--- config.mk ---
export PLATFORM = sky130hd
export DESIGN_NAME = lock_manager
export DESIGN_NICKNAME = d
export VERILOG_FILES = /design/src/rtl/lock_manager_pkg.sv /design/src/rtl/lock_manager_table.sv /design/src/rtl/lock_manager.sv
export SDC_FILE = /design/constraint.sdc
export NUM_CORES = 1
export LEC_CHECK = 0
export BUFFER_PORTS_ARGS = -buffer_cell sky130_fd_sc_hd__buf_4
export CAP_MARGIN = 20
export CORE_UTILIZATION = 25
export CTS_CLUSTER_DIAMETER = 150
export DETAILED_ROUTE_END_ITERATION = 6
export GPL_ROUTABILITY_DRIVEN = 0
export GPL_TIMING_DRIVEN = 0
export SYNTH_ARGS = -nofsm -noshare
export SYNTH_HDL_FRONTEND = slang
export SYNTH_SLANG_ARGS = --single-unit
--- constraint.sdc ---
create_clock -name clk -period 3.4 [get_ports clk]
set_clock_uncertainty 0.15 [all_clocks]
set_input_delay 0 -clock clk [delete_from_list [all_inputs] [get_ports clk]]
set_output_delay 0 -clock clk [all_outputs]
set_load 0.03 [all_outputs]
--- src/rtl/lock_manager_pkg.sv ---
// ---------------------------------------------------------------------------
// lock_manager_pkg
// Shared definitions for the OmpSs lock manager: command word field
// positions, command and ack codes, the lock table entry type and the
// controller state encoding.
// ---------------------------------------------------------------------------
package lock_manager_pkg;

    // Command word layout (inStream_TDATA)
    localparam int CMD_TYPE_L   = 0;
    localparam int CMD_TYPE_H   = 7;
    localparam int LOCK_ID_BITS = 8;
    localparam int LOCK_ID_L    = 8;
    localparam int LOCK_ID_H    = LOCK_ID_L + LOCK_ID_BITS - 1;

    // Command codes
    localparam logic [7:0] CMD_LOCK_CODE   = 8'h04;
    localparam logic [7:0] CMD_UNLOCK_CODE = 8'h05;

    // Ack codes returned on outStream_TDATA
    localparam logic [7:0] ACK_OK_CODE     = 8'h01;
    localparam logic [7:0] ACK_REJECT_CODE = 8'h02;

    // Widest supported accelerator ID; the table always stores this many
    // owner bits so one entry layout serves every ACC_BITS setting.
    localparam int ACC_BITS = 4;

    typedef struct packed {
        logic                locked;
        logic [ACC_BITS-1:0] owner;
    } lock_entry_t;

    typedef enum logic [1:0] {
        ST_IDLE     = 2'd0,
        ST_CHECK    = 2'd1,
        ST_SEND_ACK = 2'd2
    } lm_state_t;

    // Range test done on the full index so an out-of-range ID can never
    // alias onto a real entry.
    function automatic logic lock_id_in_range(input logic [LOCK_ID_BITS-1:0] id,
                                              input int num_locks);
        return (32'(id) < 32'(num_locks));
    endfunction

endpackage

--- src/rtl/lock_manager_table.sv ---
// ---------------------------------------------------------------------------
// lock_table
// NUM_LOCKS lock entries held in registers, with a registered read port and a
// single write port. All entries clear asynchronously on rst.
// Ports:
//   clk, rst          clock, asynchronous active-high reset
//   rd_en, rd_addr    read request; rd_data valid the following cycle
//   rd_data           registered entry (all zeros for an out-of-range address)
//   wr_en, wr_addr    write request; out-of-range addresses write nothing
//   wr_data           entry value to store
// ---------------------------------------------------------------------------
module lock_table
    import lock_manager_pkg::*;
#(
    parameter int NUM_LOCKS = 16
) (
    input  logic                    clk,
    input  logic                    rst,
    input  logic                    rd_en,
    input  logic [LOCK_ID_BITS-1:0] rd_addr,
    output lock_entry_t             rd_data,
    input  logic                    wr_en,
    input  logic [LOCK_ID_BITS-1:0] wr_addr,
    input  lock_entry_t             wr_data
);

    lock_entry_t          entry_reg [NUM_LOCKS];
    logic [NUM_LOCKS-1:0] wr_hit;
    logic [NUM_LOCKS-1:0] rd_hit;
    lock_entry_t          rd_mux;

    // Full-width address decode per entry: an address at or beyond
    // NUM_LOCKS matches no entry, so it neither reads nor writes anything.
    genvar gi;
    generate
        for (gi = 0; gi < NUM_LOCKS; gi++) begin : g_decode
            assign wr_hit[gi] = wr_en && (wr_addr == LOCK_ID_BITS'(gi));
            assign rd_hit[gi] = (rd_addr == LOCK_ID_BITS'(gi));
        end
    endgenerate

    always_comb begin
        rd_mux = '0;
        for (int i = 0; i < NUM_LOCKS; i++) begin
            if (rd_hit[i]) begin
                rd_mux = entry_reg[i];
            end
        end
    end

    always_ff @(posedge clk or posedge rst) begin
        if (rst) begin
            for (int i = 0; i < NUM_LOCKS; i++) begin
                entry_reg[i] <= '0;
            end
            rd_data <= '0;
        end else begin
            for (int i = 0; i < NUM_LOCKS; i++) begin
                if (wr_hit[i]) begin
                    entry_reg[i] <= wr_data;
                end
            end
            if (rd_en) begin
                rd_data <= rd_mux;
            end
        end
    end

endmodule

--- src/rtl/lock_manager.sv ---
// ---------------------------------------------------------------------------
// lock_manager
// Multi-lock arbiter: NUM_LOCKS mutexes, each with an owner accelerator ID,
// serving LOCK/UNLOCK commands one at a time and returning ack codes routed
// back to the requesting accelerator.
// Ports:
//   clk, rst            clock, asynchronous active-high reset
//   inStream_TDATA      command word (type and lock id fields)
//   inStream_TVALID     command valid
//   inStream_TID        source accelerator (low ACC_BITS used)
//   inStream_TREADY     command accepted (only while idle)
//   outStream_TDATA     ack code
//   outStream_TVALID    ack valid
//   outStream_TREADY    ack sink ready
//   outStream_TDEST     destination accelerator (captured TID)
// ---------------------------------------------------------------------------
module lock_manager
    import lock_manager_pkg::*;
#(
    parameter int NUM_LOCKS  = 16,
    parameter int ACC_BITS   = 4,
    parameter int UNLOCK_ACK = 0
) (
    input  logic        clk,
    input  logic        rst,
    input  logic [63:0] inStream_TDATA,
    input  logic        inStream_TVALID,
    input  logic [3:0]  inStream_TID,
    output logic        inStream_TREADY,
    output logic [7:0]  outStream_TDATA,
    output logic        outStream_TVALID,
    input  logic        outStream_TREADY,
    output logic [3:0]  outStream_TDEST
);

    localparam int OWNER_W = $bits(lock_entry_t) - 1;

    lm_state_t               state_reg, state_next;
    logic [7:0]              cmd_reg;
    logic [LOCK_ID_BITS-1:0] id_reg;
    logic [ACC_BITS-1:0]     tid_reg;
    logic [7:0]              ack_data_reg, ack_data_next;
    logic                    in_ready_reg;
    logic                    out_valid_reg;

    logic                    in_fire;
    logic                    in_range;
    logic                    owner_match;
    logic                    ack_due;
    logic [7:0]              ack_code;

    lock_entry_t             rd_entry;
    logic                    tbl_wr_en;
    lock_entry_t             tbl_wr_data;

    // Only the type, id and low TID bits carry meaning.
    logic                    unused_in_bits;
    assign unused_in_bits = ^{inStream_TDATA, inStream_TID};

    // in_ready_reg is only ever high in IDLE, so it doubles as the accept
    // qualifier.
    assign in_fire = inStream_TVALID && in_ready_reg;

    // The table lookup is launched on the accept cycle so the entry is
    // available in CHECK, where it is evaluated and written back.
    lock_table #(
        .NUM_LOCKS (NUM_LOCKS)
    ) u_table (
        .clk     (clk),
        .rst     (rst),
        .rd_en   (in_fire),
        .rd_addr (inStream_TDATA[LOCK_ID_H:LOCK_ID_L]),
        .rd_data (rd_entry),
        .wr_en   (tbl_wr_en),
        .wr_addr (id_reg),
        .wr_data (tbl_wr_data)
    );

    assign in_range    = lock_id_in_range(id_reg, NUM_LOCKS);
    assign owner_match = (rd_entry.owner == OWNER_W'(tid_reg));

    always_comb begin
        state_next    = state_reg;
        ack_data_next = ack_data_reg;
        tbl_wr_en     = 1'b0;
        tbl_wr_data   = rd_entry;
        ack_due       = 1'b0;
        ack_code      = ACK_REJECT_CODE;

        case (state_reg)
            ST_IDLE: begin
                if (in_fire) begin
                    state_next = ST_CHECK;
                end
            end

            ST_CHECK: begin
                if (cmd_reg == CMD_LOCK_CODE) begin
                    ack_due = 1'b1;
                    if (!in_range) begin
                        ack_code = ACK_REJECT_CODE;
                    end else if (!rd_entry.locked) begin
                        tbl_wr_en          = 1'b1;
                        tbl_wr_data.locked = 1'b1;
                        tbl_wr_data.owner  = OWNER_W'(tid_reg);
                        ack_code           = ACK_OK_CODE;
                    end else if (owner_match) begin
                        // Re-locking by the holder succeeds without a change.
                        ack_code = ACK_OK_CODE;
                    end else begin
                        ack_code = ACK_REJECT_CODE;
                    end
                end else if (cmd_reg == CMD_UNLOCK_CODE) begin
                    ack_due = (UNLOCK_ACK != 0);
                    if (in_range && rd_entry.locked && owner_match) begin
                        tbl_wr_en          = 1'b1;
                        tbl_wr_data.locked = 1'b0;
                        ack_code           = ACK_OK_CODE;
                    end
                end
                // Unknown command codes fall through: consumed, no ack.

                if (ack_due) begin
                    state_next    = ST_SEND_ACK;
                    ack_data_next = ack_code;
                end else begin
                    state_next = ST_IDLE;
                end
            end

            ST_SEND_ACK: begin
                if (outStream_TREADY) begin
                    state_next = ST_IDLE;
                end
            end

            default: begin
                state_next = ST_IDLE;
            end
        endcase
    end

    // Handshake flags are registered from state_next so both drop at once
    // when rst asserts.
    always_ff @(posedge clk or posedge rst) begin
        if (rst) begin
            state_reg     <= ST_IDLE;
            cmd_reg       <= '0;
            id_reg        <= '0;
            tid_reg       <= '0;
            ack_data_reg  <= '0;
            in_ready_reg  <= 1'b0;
            out_valid_reg <= 1'b0;
        end else begin
            state_reg     <= state_next;
            ack_data_reg  <= ack_data_next;
            in_ready_reg  <= (state_next == ST_IDLE);
            out_valid_reg <= (state_next == ST_SEND_ACK);
            if (in_fire) begin
                cmd_reg <= inStream_TDATA[CMD_TYPE_H:CMD_TYPE_L];
                id_reg  <= inStream_TDATA[LOCK_ID_H:LOCK_ID_L];
                tid_reg <= inStream_TID[ACC_BITS-1:0];
            end
        end
    end

    assign inStream_TREADY  = in_ready_reg;
    assign outStream_TVALID = out_valid_reg;
    assign outStream_TDATA  = ack_data_reg;
    assign outStream_TDEST  = 4'(tid_reg);

endmodule
Yosys cells after proc, flatten, opt, wreduce, memory -nomap -nowiden
Index checks and enable logic that the tools add are counted.
W data, S select, Z words.
- equal/unequal tests: 36
- reductions and logical operators: 24
- magnitude comparators: 1
- multiplexer cells: 41
- operators with widths (operator ; number):
    $eq A8 B4 Y1 const B ; 16
    $mux W5 ; 18
    $eq A8 B3 Y1 const B ; 10
    $eq A8 B2 Y1 const B ; 4
    $logic_and A1 B1 Y1 ; 19
    $eq A8 B1 Y1 const B ; 2
    $logic_not A8 Y1 ; 2
    $mux W2 ; 8
    $mux W1 ; 11
    $lt A8 B5 Y1 const B ; 1
    $mux W4 ; 2
    $mux W8 ; 1
    $pmux W2 S3 ; 1
    $eq A2 B2 Y1 const B ; 2
    $eq A4 B4 Y1 ; 1
    $logic_not A2 Y1 ; 2
    $eq A2 B1 Y1 const B ; 1
    $reduce_and A2 Y1 ; 1
- register bits after elaboration: 117
- output and inout bits: 14
- input port bits: 72

Logic depth before layout (Yosys ltp)
Gate-level depths: netlist of the first run.
- depth in word-level cells: 17
- depth in mapped cells: 8
- depth with buffers taken out: 5

Modules after synthesis
Synthesis of the first run repeated with hierarchy kept, for this count alone.
- cells, all modules: 426
- area, all modules: 5449.0 um2
- modules (own cells, without submodules) (module ; times used ; area each (um2) ; cells an instance):
    lock_table ; 1 ; 4249.1 ; 337
    lock_manager ; 1 ; 1199.9 ; 89

Least setup slack after synthesis of the first run
No wires, ideal clock.
- path kind: flip-flop to flip-flop
- start point: register tid_reg[1], in the netlist outStream_TDEST[1]
- end point: register u_table.entry_reg[20] (netlist bit)
- data arrival time: 2.112 ns
- required time: 3.125 ns
- cell stages (with the launch flop): 6
- clock period less this slack: 2.387 ns
- setup slack: 1.013 ns
- cells stage by stage: dfrtp_1 xor2_1 nor4_4 a21oi_4 nor4_4 mux2_2
- cells in the longest elaborated chain, start to end: 7
- RTL lines (element ; line ; text):
    start, declared ; lock_manager.sv:41 ; logic [ACC_BITS-1:0] tid_reg;
    start signal, assigned ; lock_manager.sv:162 ; tid_reg <= inStream_TID[ACC_BITS-1:0];
    $eq A4 B4 Y1 ; lock_manager.sv:80 ; assign owner_match = (rd_entry.owner == OWNER_W'(tid_reg));
    $logic_and A1 B1 Y1 ; lock_manager.sv:115 ; if (in_range && rd_entry.locked && owner_match) begin
    $mux W1 ; lock_manager.sv:115 ;
    $mux W1 ; lock_manager.sv:113 ; end else if (cmd_reg == CMD_UNLOCK_CODE) begin
    $mux W1 ; lock_manager.sv:98 ; if (cmd_reg == CMD_LOCK_CODE) begin
    $mux W1 ; lock_manager.sv:90 ; case (state_reg)
    $logic_and A1 B1 Y1 ; lock_manager_table.sv:37 ; assign wr_hit[gi] = wr_en && (wr_addr == LOCK_ID_BITS'(gi));
    end signal, assigned by index ; lock_manager_table.sv:60 ; entry_reg[i] <= wr_data;
    end, declared ; lock_manager_table.sv:27 ; lock_entry_t entry_reg [NUM_LOCKS];
No other way between the ends.
A chain may end at the register's enable or synchronous reset.

Worst setup path in the final report of the first run
- start point: register id_reg[7]
- end point: register u_table.entry_reg[75] (netlist bit)
- cells in the longest elaborated chain, start to end: 8
- elaborated cells between the ends (all ways): 13
- those cells by class: order compare (1); mux (8); reduce/logical (4)
- RTL lines (element ; line ; text):
    start, declared ; lock_manager.sv:40 ; logic [LOCK_ID_BITS-1:0] id_reg;
    start signal, assigned ; lock_manager.sv:161 ; id_reg <= inStream_TDATA[LOCK_ID_H:LOCK_ID_L];
    $lt A8 B5 Y1 ; lock_manager_pkg.sv:43 ; return (32'(id) < 32'(num_locks));
    $logic_and A1 B1 Y1 (2 in series) ; lock_manager.sv:115 ;
    $mux W1 ; lock_manager.sv:115 ;
    $mux W1 ; lock_manager.sv:113 ;
    $mux W1 ; lock_manager.sv:98 ;
    $mux W1 ; lock_manager.sv:90 ;
    $logic_and A1 B1 Y1 ; lock_manager_table.sv:37 ;
Parallel ways exist; a longest one is shown, timed or not.

==> results of run 1 <==
[logic make-up (layout without fill, tap and decap cells)]
group                     Yosys count  after routing
AOI/OAI and AO/OA                  70             70
xor gates and xnor gates            4              4
buffers and inverters              38            105
DFF                               111            111
muxes                             107            107
other                               1              6
and+or+nand+nor                    94             94
[metrics by stage]
| stage | util [%] | setup TNS [ps] |
|---|---|---|
| after floorplan | - | 0 |
| after global placement | 28.6 | -86110 |
| after detailed placement | 28.8 | 0 |
| after CTS | 31.4 | 0 |
| after global routing | 31.4 | 0 |
| final | 31.4 | 0 |
[layout make-up]
| type | instances | share of cell area, % |
|---|---|---|
| flip-flops and latches | 111 | 41.6 |
| multi-input cells | 281 | 38.2 |
| repair buffers | 51 | 6.75 |
| well taps | 275 | 5.16 |
| clock buffers | 11 | 3.64 |
| plain buffers | 24 | 2.25 |
| clock inverters | 5 | 1.56 |
| inverters | 14 | 0.825 |
[cell usage after synthesis (all sizes together) (4+ instances only)]
cell type  instances
nand2b             4
nor2              16
mux2              94
nor3               8
a22oi             14
mux4               6
mux2i              7
clkbuf             7
a21oi             12
buf               17
nor4              14
xor2               4
nor2b              9
o21ai              6
a2bb2oi            9
and2               5
nand4              8
inv               13
nand2             19
dfrtp            111
nand3              4
[cells in the final DEF, fill, tap and decap left out, types with 5 or more instances in the layout]
master         synthesis  routed
buf_4                  7      36
nor2_1                16      16
a22oi_1               14      14
clkbuf_16              0       9
dfrtp_1              111     111
mux2i_1                7       7
dlygate4sd3_1          0      20
nor4_4                11      11
nand4_1                7       7
a21oi_1               11      11
inv_1                 13      12
mux4_2                 6       6
clkbuf_1               7       8
conb_1                 1       6
a2bb2oi_1              9       9
nor3_1                 8       8
nor2b_1                9       9
and2_1                 5       5
mux2_2                90      90
nand2_1               18      18
o21ai_0                6       6
[power by group]
group,internal [W],total [W],switching [W],leakage [nW]
registers,0.00137,0.00143,0.0000603,1.50
clock network,0.000742,0.00123,0.000485,0.170
logic,0.000161,0.000421,0.000260,1.32
total,0.00228,0.00308,0.000805,2.99
[tightest hold or removal path, cell delays in order]
cell and delay [ps]:
dlygate4sd3_1 540, buf_4 140, inv_4 400
[repair_timing]
action | in CTS | in global routing
hold buffers | 20 | 0
hold endpoints to repair | 63 | 0
gates resized for setup | 0 | 0
[metal layers]
layer  up-vias  track usage (%)  share of wire [%]
met3        22             3.30                6.1
met5         -                0                  0
met2       105             20.2                 46
met1      1948             17.7                 45
li1       1712                -                  -
met4         0             6.72                2.7
[worst max-delay path by stage]
| stage | cells past startpoint | slack, ps | to | from |
|---|---|---|---|---|
| 6_report | 4 | 580 | u_table.entry_reg[75] | id_reg[7] |
| 5_1_grt | 4 | 520 | u_table.entry_reg[75] | id_reg[7] |
| 4_1_cts | 4 | 640 | u_table.entry_reg[75] | id_reg[7] |
| 3_5_place_dp | 4 | 640 | u_table.entry_reg[75] | id_reg[7] |
| 3_3_place_gp | 2 | -780 | u_table.entry_reg[55] | rst |
| 2_1_floorplan | 1 | 320 | cmd_reg[0] | rst |
==> flow_metrics.env, run 1 <==
export IMPL_worst_slew_margin_rel_pct=38.9
export IMPL_via_per_inst=4.91
export IMPL_synth_xor_area_share_pct=0.636
export IMPL_ir_drop_uv=254
export IMPL_stdcell_count=772
export IMPL_grt_setup_unrepaired="no"
export IMPL_cp_max_fo=5
export IMPL_dr_pass1_iters=5
export IMPL_mappedNetlistArea_sq_um=5510
export IMPL_max_freq_mhz=355
export IMPL_die_w_microns=150
export IMPL_layout_drive_gt1_share_pct=36.0
export IMPL_antenna_found_initial=0
export IMPL_crit_path_cell_trace="or4_1, nor3_1, nand4_1, mux2_2"
export IMPL_yosys_most_used_dff="dfrtp_1"
export IMPL_synth_mux_area_share_pct=23.2
export IMPL_synth_seq_area_share_pct=50.4
export IMPL_multi_input_area_sq_um=2550
export IMPL_power_leakage_nw=2.99
export IMPL_fillerInstances=2088
export IMPL_r2r_start="id_reg[7]"
export IMPL_min_path_type="input pin to asynchronous set/reset pin"
export IMPL_required_ps=3490
export IMPL_worst_pin_slew_ps=917
export IMPL_synth_seq_cells=111
export IMPL_fin_crit_ps=2820
export IMPL_ys_types=55
export IMPL_hpwl_microns=10200
export IMPL_antenna_cells=0
export IMPL_placed_cells=736
export IMPL_drc_errors=0
export IMPL_grt_usage_pct=13.4
export IMPL_grt_overflow=0
export IMPL_fp_coreArea_sq_um=21300
export IMPL_grt_pass1_wl_microns=22200
export IMPL_drt_iter0_markers=233
export IMPL_clk_pin_slew_ps=70
export IMPL_seq_area_sq_um=2780
export IMPL_syn_inst=425
export IMPL_clock_sinks=111
export IMPL_whs_ps=115
export IMPL_nNetsFinal=564
export IMPL_synthAdderAreaFrac_pct=0
export IMPL_crit_slowest_cell="or4_1"
export IMPL_synth_compound_area_share_pct=9.40
export IMPL_area_delta_synth_final_pct=21.1
export IMPL_synthTopCellsByArea="dfrtp_1 50%, mux2_2 18%, nor4_4 4.2%"
export IMPL_setup_viol=0
export IMPL_synth_top_area_share_pct=50.4
export IMPL_path_class="flop to flop"
export IMPL_ys_async_sr_fraction_pct=100
export IMPL_crit_path_end_kind="flop"
export IMPL_synth_enable_flop_cells=0
export IMPL_layout_worst_path_cycle_share_pct=82.9
export IMPL_cp_start_kind="flop"
export IMPL_cts_tree="built"
export IMPL_root_buffer="clkbuf_16"
export IMPL_maxSlewViolCount=0
export IMPL_core_rowCount=53
export IMPL_worstSkewPairLatency_ps=360
export IMPL_io_pins=86
export IMPL_final_cell_area_sq_um=6670
export IMPL_synth_area_leader_cell="dfrtp_1"
export IMPL_place_area_sq_um=6130
export IMPL_final_hold_viol_count=0
export IMPL_ant_nets=0
export IMPL_port_buffers=29
export IMPL_syn_avg_cell_area_sq_um=13.0
export IMPL_cts_path_max_buffers=2
export IMPL_status="complete, no violations"
export IMPL_place_ws_ps=644
export IMPL_synth_warning_count=0
export IMPL_synth_top_family_by_area="multiplexers"
export IMPL_power_density_nw_per_um2=462
export IMPL_critical_path_top_delay_family="simple AND/OR/NAND/NOR gates"
export IMPL_power_total_w=0.00308
export IMPL_vias=3787
export IMPL_worstReg2RegEnd="u_table.entry_reg[75]"
export IMPL_largest_reg_flops=80
export IMPL_ff2ff_path_depth=4
export IMPL_dieHeight_microns=150
export IMPL_grt_pass1_vias=3852
export IMPL_synth_simple_area_share_pct=12.6
export IMPL_max_stage_delay_ps=590
export IMPL_die_area_sq_um=22600
export IMPL_cp_arrival_ps=2910
export IMPL_maxCapViolCount=0
export IMPL_wirelength_microns=14000
export IMPL_grt_max_degree=71
export IMPL_wl_per_cell_microns=18.1
export IMPL_initial_utilization_pct=25.9
export IMPL_setup_slack_ps=582
export IMPL_crit_buf_inv=0
export IMPL_cts_made_buffers=9
export IMPL_reg2reg_slack_ps=580
export IMPL_htreeDepth=3
export IMPL_cts_setup_buffers=0
Power figures use the tool's default switching activity.
==> run 2: changes to the inputs <==
--- a/config.mk
+++ b/config.mk
@@ -5,6 +5,7 @@
 export SDC_FILE = /design/constraint.sdc
 export NUM_CORES = 1
 export LEC_CHECK = 0
+export ABC_AREA = 1
 export BUFFER_PORTS_ARGS = -buffer_cell sky130_fd_sc_hd__buf_4
 export CAP_MARGIN = 20
 export CORE_UTILIZATION = 25
==> constraint.sdc (replaced) <==
create_clock -name clk -period 2.5 [get_ports clk]
set_clock_uncertainty 0.15 [all_clocks]
set_input_delay 0 -clock clk [delete_from_list [all_inputs] [get_ports clk]]
set_output_delay 0 -clock clk [all_outputs]
set_load 0.03 [all_outputs]
==> run 2 against run 1 <==
First-iteration DRC count grew 32%; die area shrank 3.0%; global-route usage shrank 0.72 points; setup slack lost 410 ps; critical path type unchanged; sequential power grew 36%; sequential share of layout area grew 0.51 points; sequential cell count is the same.
==> flow_metrics.env, run 2 <==
export IMPL_synth_common_cells="215 x nand2_1, 111 x dfrtp_1, 67 x o21ai_0"
export IMPL_layout_drive_gt1_share_pct=13.7
export IMPL_clk_pin_slew_ps=80
export IMPL_nNetsFinal=791
export IMPL_min_path_type="input pin to flop"
export IMPL_wl_per_cell_microns=12.9
export IMPL_synth_mux_area_share_pct=1.69
export IMPL_max_freq_mhz=430
export IMPL_path_class="flop to flop"
export IMPL_antenna_cells=0
export IMPL_vias=4419
export IMPL_synth_area_leader_cell="dfrtp_1"
export IMPL_syn_inst=644
export IMPL_maxSlewViolCount=0
export IMPL_cp_start_kind="flop"
export IMPL_max_stage_delay_ps=390
export IMPL_ant_nets=0
export IMPL_grt_pass1_wl_microns=21500
export IMPL_cts_path_max_buffers=2
export IMPL_syn_avg_cell_area_sq_um=8.30
export IMPL_maxCapViolCount=0
export IMPL_cp_arrival_ps=2400
export IMPL_core_rowCount=53
export IMPL_place_ws_ps=-61.8
export IMPL_synth_warning_count=0
export IMPL_synth_top_family_by_area="simple AND/OR/NAND/NOR gates"
export IMPL_clock_sinks=111
export IMPL_power_total_w=0.00401
export IMPL_crit_slowest_cell="dfrtp_1"
export IMPL_worstSkewPairLatency_ps=360
export IMPL_final_hold_viol_count=0
export IMPL_placed_cells=958
export IMPL_power_density_nw_per_um2=608
export IMPL_root_buffer="clkbuf_16"
export IMPL_io_pins=86
export IMPL_synth_xor_area_share_pct=0.656
export IMPL_hpwl_microns=9470
export IMPL_synth_most_common_cell="nand2_1"
export IMPL_status="complete, no violations"
export IMPL_cts_tree="built"
export IMPL_die_area_sq_um=22000
export IMPL_wirelength_microns=12900
export IMPL_setup_viol=0
export IMPL_ir_drop_uv=375
export IMPL_drt_iter0_markers=307
export IMPL_setup_slack_ps=175
export IMPL_grt_pass1_vias=4166
export IMPL_ys_async_sr_fraction_pct=100
export IMPL_htreeDepth=3
export IMPL_die_w_microns=148
export IMPL_layout_worst_path_cycle_share_pct=93.0
export IMPL_synth_seq_cells=111
export IMPL_mappedNetlistArea_sq_um=5340
export IMPL_cp_max_fo=10
export IMPL_fp_coreArea_sq_um=21000
export IMPL_dr_pass1_iters=5
export IMPL_grt_overflow=0
export IMPL_layout_common_cells="213 x nand2_1, 111 x dfrtp_1, 67 x o21ai_0"
export IMPL_crit_path_end_kind="flop"
export IMPL_synth_enable_flop_cells=0
export IMPL_synth_compound_area_share_pct=9.93
export IMPL_via_per_inst=4.42
export IMPL_port_buffers=31
export IMPL_synth_seq_area_share_pct=52.0
export IMPL_grt_usage_pct=12.6
export IMPL_worst_pin_slew_ps=661
export IMPL_largest_reg_flops=80
export IMPL_final_util_pct=31.4
export IMPL_cts_made_buffers=9
export IMPL_drc_errors=0
export IMPL_initial_utilization_pct=25.4
export IMPL_ys_types=36
export IMPL_synth_simple_area_share_pct=29.9
export IMPL_power_leakage_nw=3.01
export IMPL_worst_slew_margin_rel_pct=55.6
export IMPL_antenna_found_initial=0
export IMPL_stdcell_count=999
export IMPL_fin_crit_ps=2330
export IMPL_yosys_most_used_dff="dfrtp_1"
export IMPL_synthAdderAreaFrac_pct=0
export IMPL_synth_top_area_share_pct=52.0
export IMPL_fillerInstances=2241
export IMPL_grt_max_degree=32
export IMPL_dieHeight_microns=148
export IMPL_final_common_cell="nand2_1"
export IMPL_area_delta_synth_final_pct=23.4
export IMPL_synthTopCellsByArea="dfrtp_1 52%, nand2_1 15%, o21ai_0 6.3%"
export IMPL_crit_path_cell_trace="nor2_1, nand2_1, nor4_4, nand2_4, nor2_8, nand2_8, mux2i_4, clkbuf_4, o21ai_0"
export IMPL_required_ps=2570
export IMPL_grt_setup_unrepaired="no"
run 2: cell count changes after synthesis, sizes merged, moves of 10 or more:
cell   before  now
nor2       16   59
inv        13   53
a22oi      14    0
mux2       94    0
nor4       14    4
o21ai       6   91
nand3       4   29
nand2      19  223
run 2: stage by stage:
stage          hold WS [ps]  instance area, sq um  setup TNS, ps
3_5_place_dp          -49.9                  6000           -396
2_1_floorplan         -42.7                  5370              0
3_3_place_gp           47.2                  5940           -354
5_1_grt                 110                  6590              0
4_1_cts                70.2                  6550              0
6_report               70.4                  6590              0
run 2: layer usage:
layer	track usage (%)	share of wire (%)
met1	16.6	48
met2	20.6	47
met3	2.94	4.1
met4	3.66	1.4
met5	0	0
run 2: where the power goes:
| group | leakage, nW | internal [W] | switching [W] |
|---|---|---|---|
| Combinational | 1.33 | 0.000171 | 0.000314 |
| Clock | 0.159 | 0.000912 | 0.000673 |
| Sequential | 1.51 | 0.00187 | 0.0000678 |
run 2: cells by family after synthesis:
group,Yosys count
other,1
flip-flops,111
AND/OR/NAND/NOR,348
multiplexers,4
XOR/XNOR,4
buffers and inverters,72
AO/OA/AOI/OAI,104
run 2: worst paths after layout:
path | startpoint | to | slack, ps | cells past startpoint
min | inStream_TVALID | u_table.rd_data[3] | 70 | 7
min in group asynchronous | rst | u_table.entry_reg[66] | 110 | 3
min reg2reg | state_reg[0] | state_reg[0] | 300 | 1
max | cmd_reg[5] | u_table.entry_reg[67] | 170 | 9
max in group asynchronous | rst | u_table.entry_reg[20] | 1330 | 5
max reg2reg | cmd_reg[5] | u_table.entry_reg[67] | 170 | 9
run 2: area by class of cell:
type                            instances  area, sq um  share of cell area (%)
Sequential cell                       111         2780                    42.1
Multi-Input combinational cell        466         2280                    34.6
Timing Repair Buffer                   59          536                    8.12
Tap cell                              275          344                    5.22
Clock buffer                           10          239                    3.62
Inverter                               55          219                    3.32
Buffer                                 17          104                    1.57
Clock inverter                          6         90.1                    1.37
run 2: worst max-delay path, delay by kind of cell, from the launching register on:
| family | cells | cell delay (ps) |
|---|---|---|
| muxes | 1 | 290 |
| AOI/OAI and AO/OA | 1 | 110 |
| and+or+nand+nor | 6 | 930 |
| DFF | 1 | 390 |
| buffers and inverters | 1 | 310 |
run 2: repair_timing:
action / 4_1_cts / 5_1_grt
setup buffers: 0 / 3
setup endpoints to repair: 10 / 58
gates resized for setup: 1 / 8
hold endpoints to repair: 103 / 0
hold buffers: 22 / 0
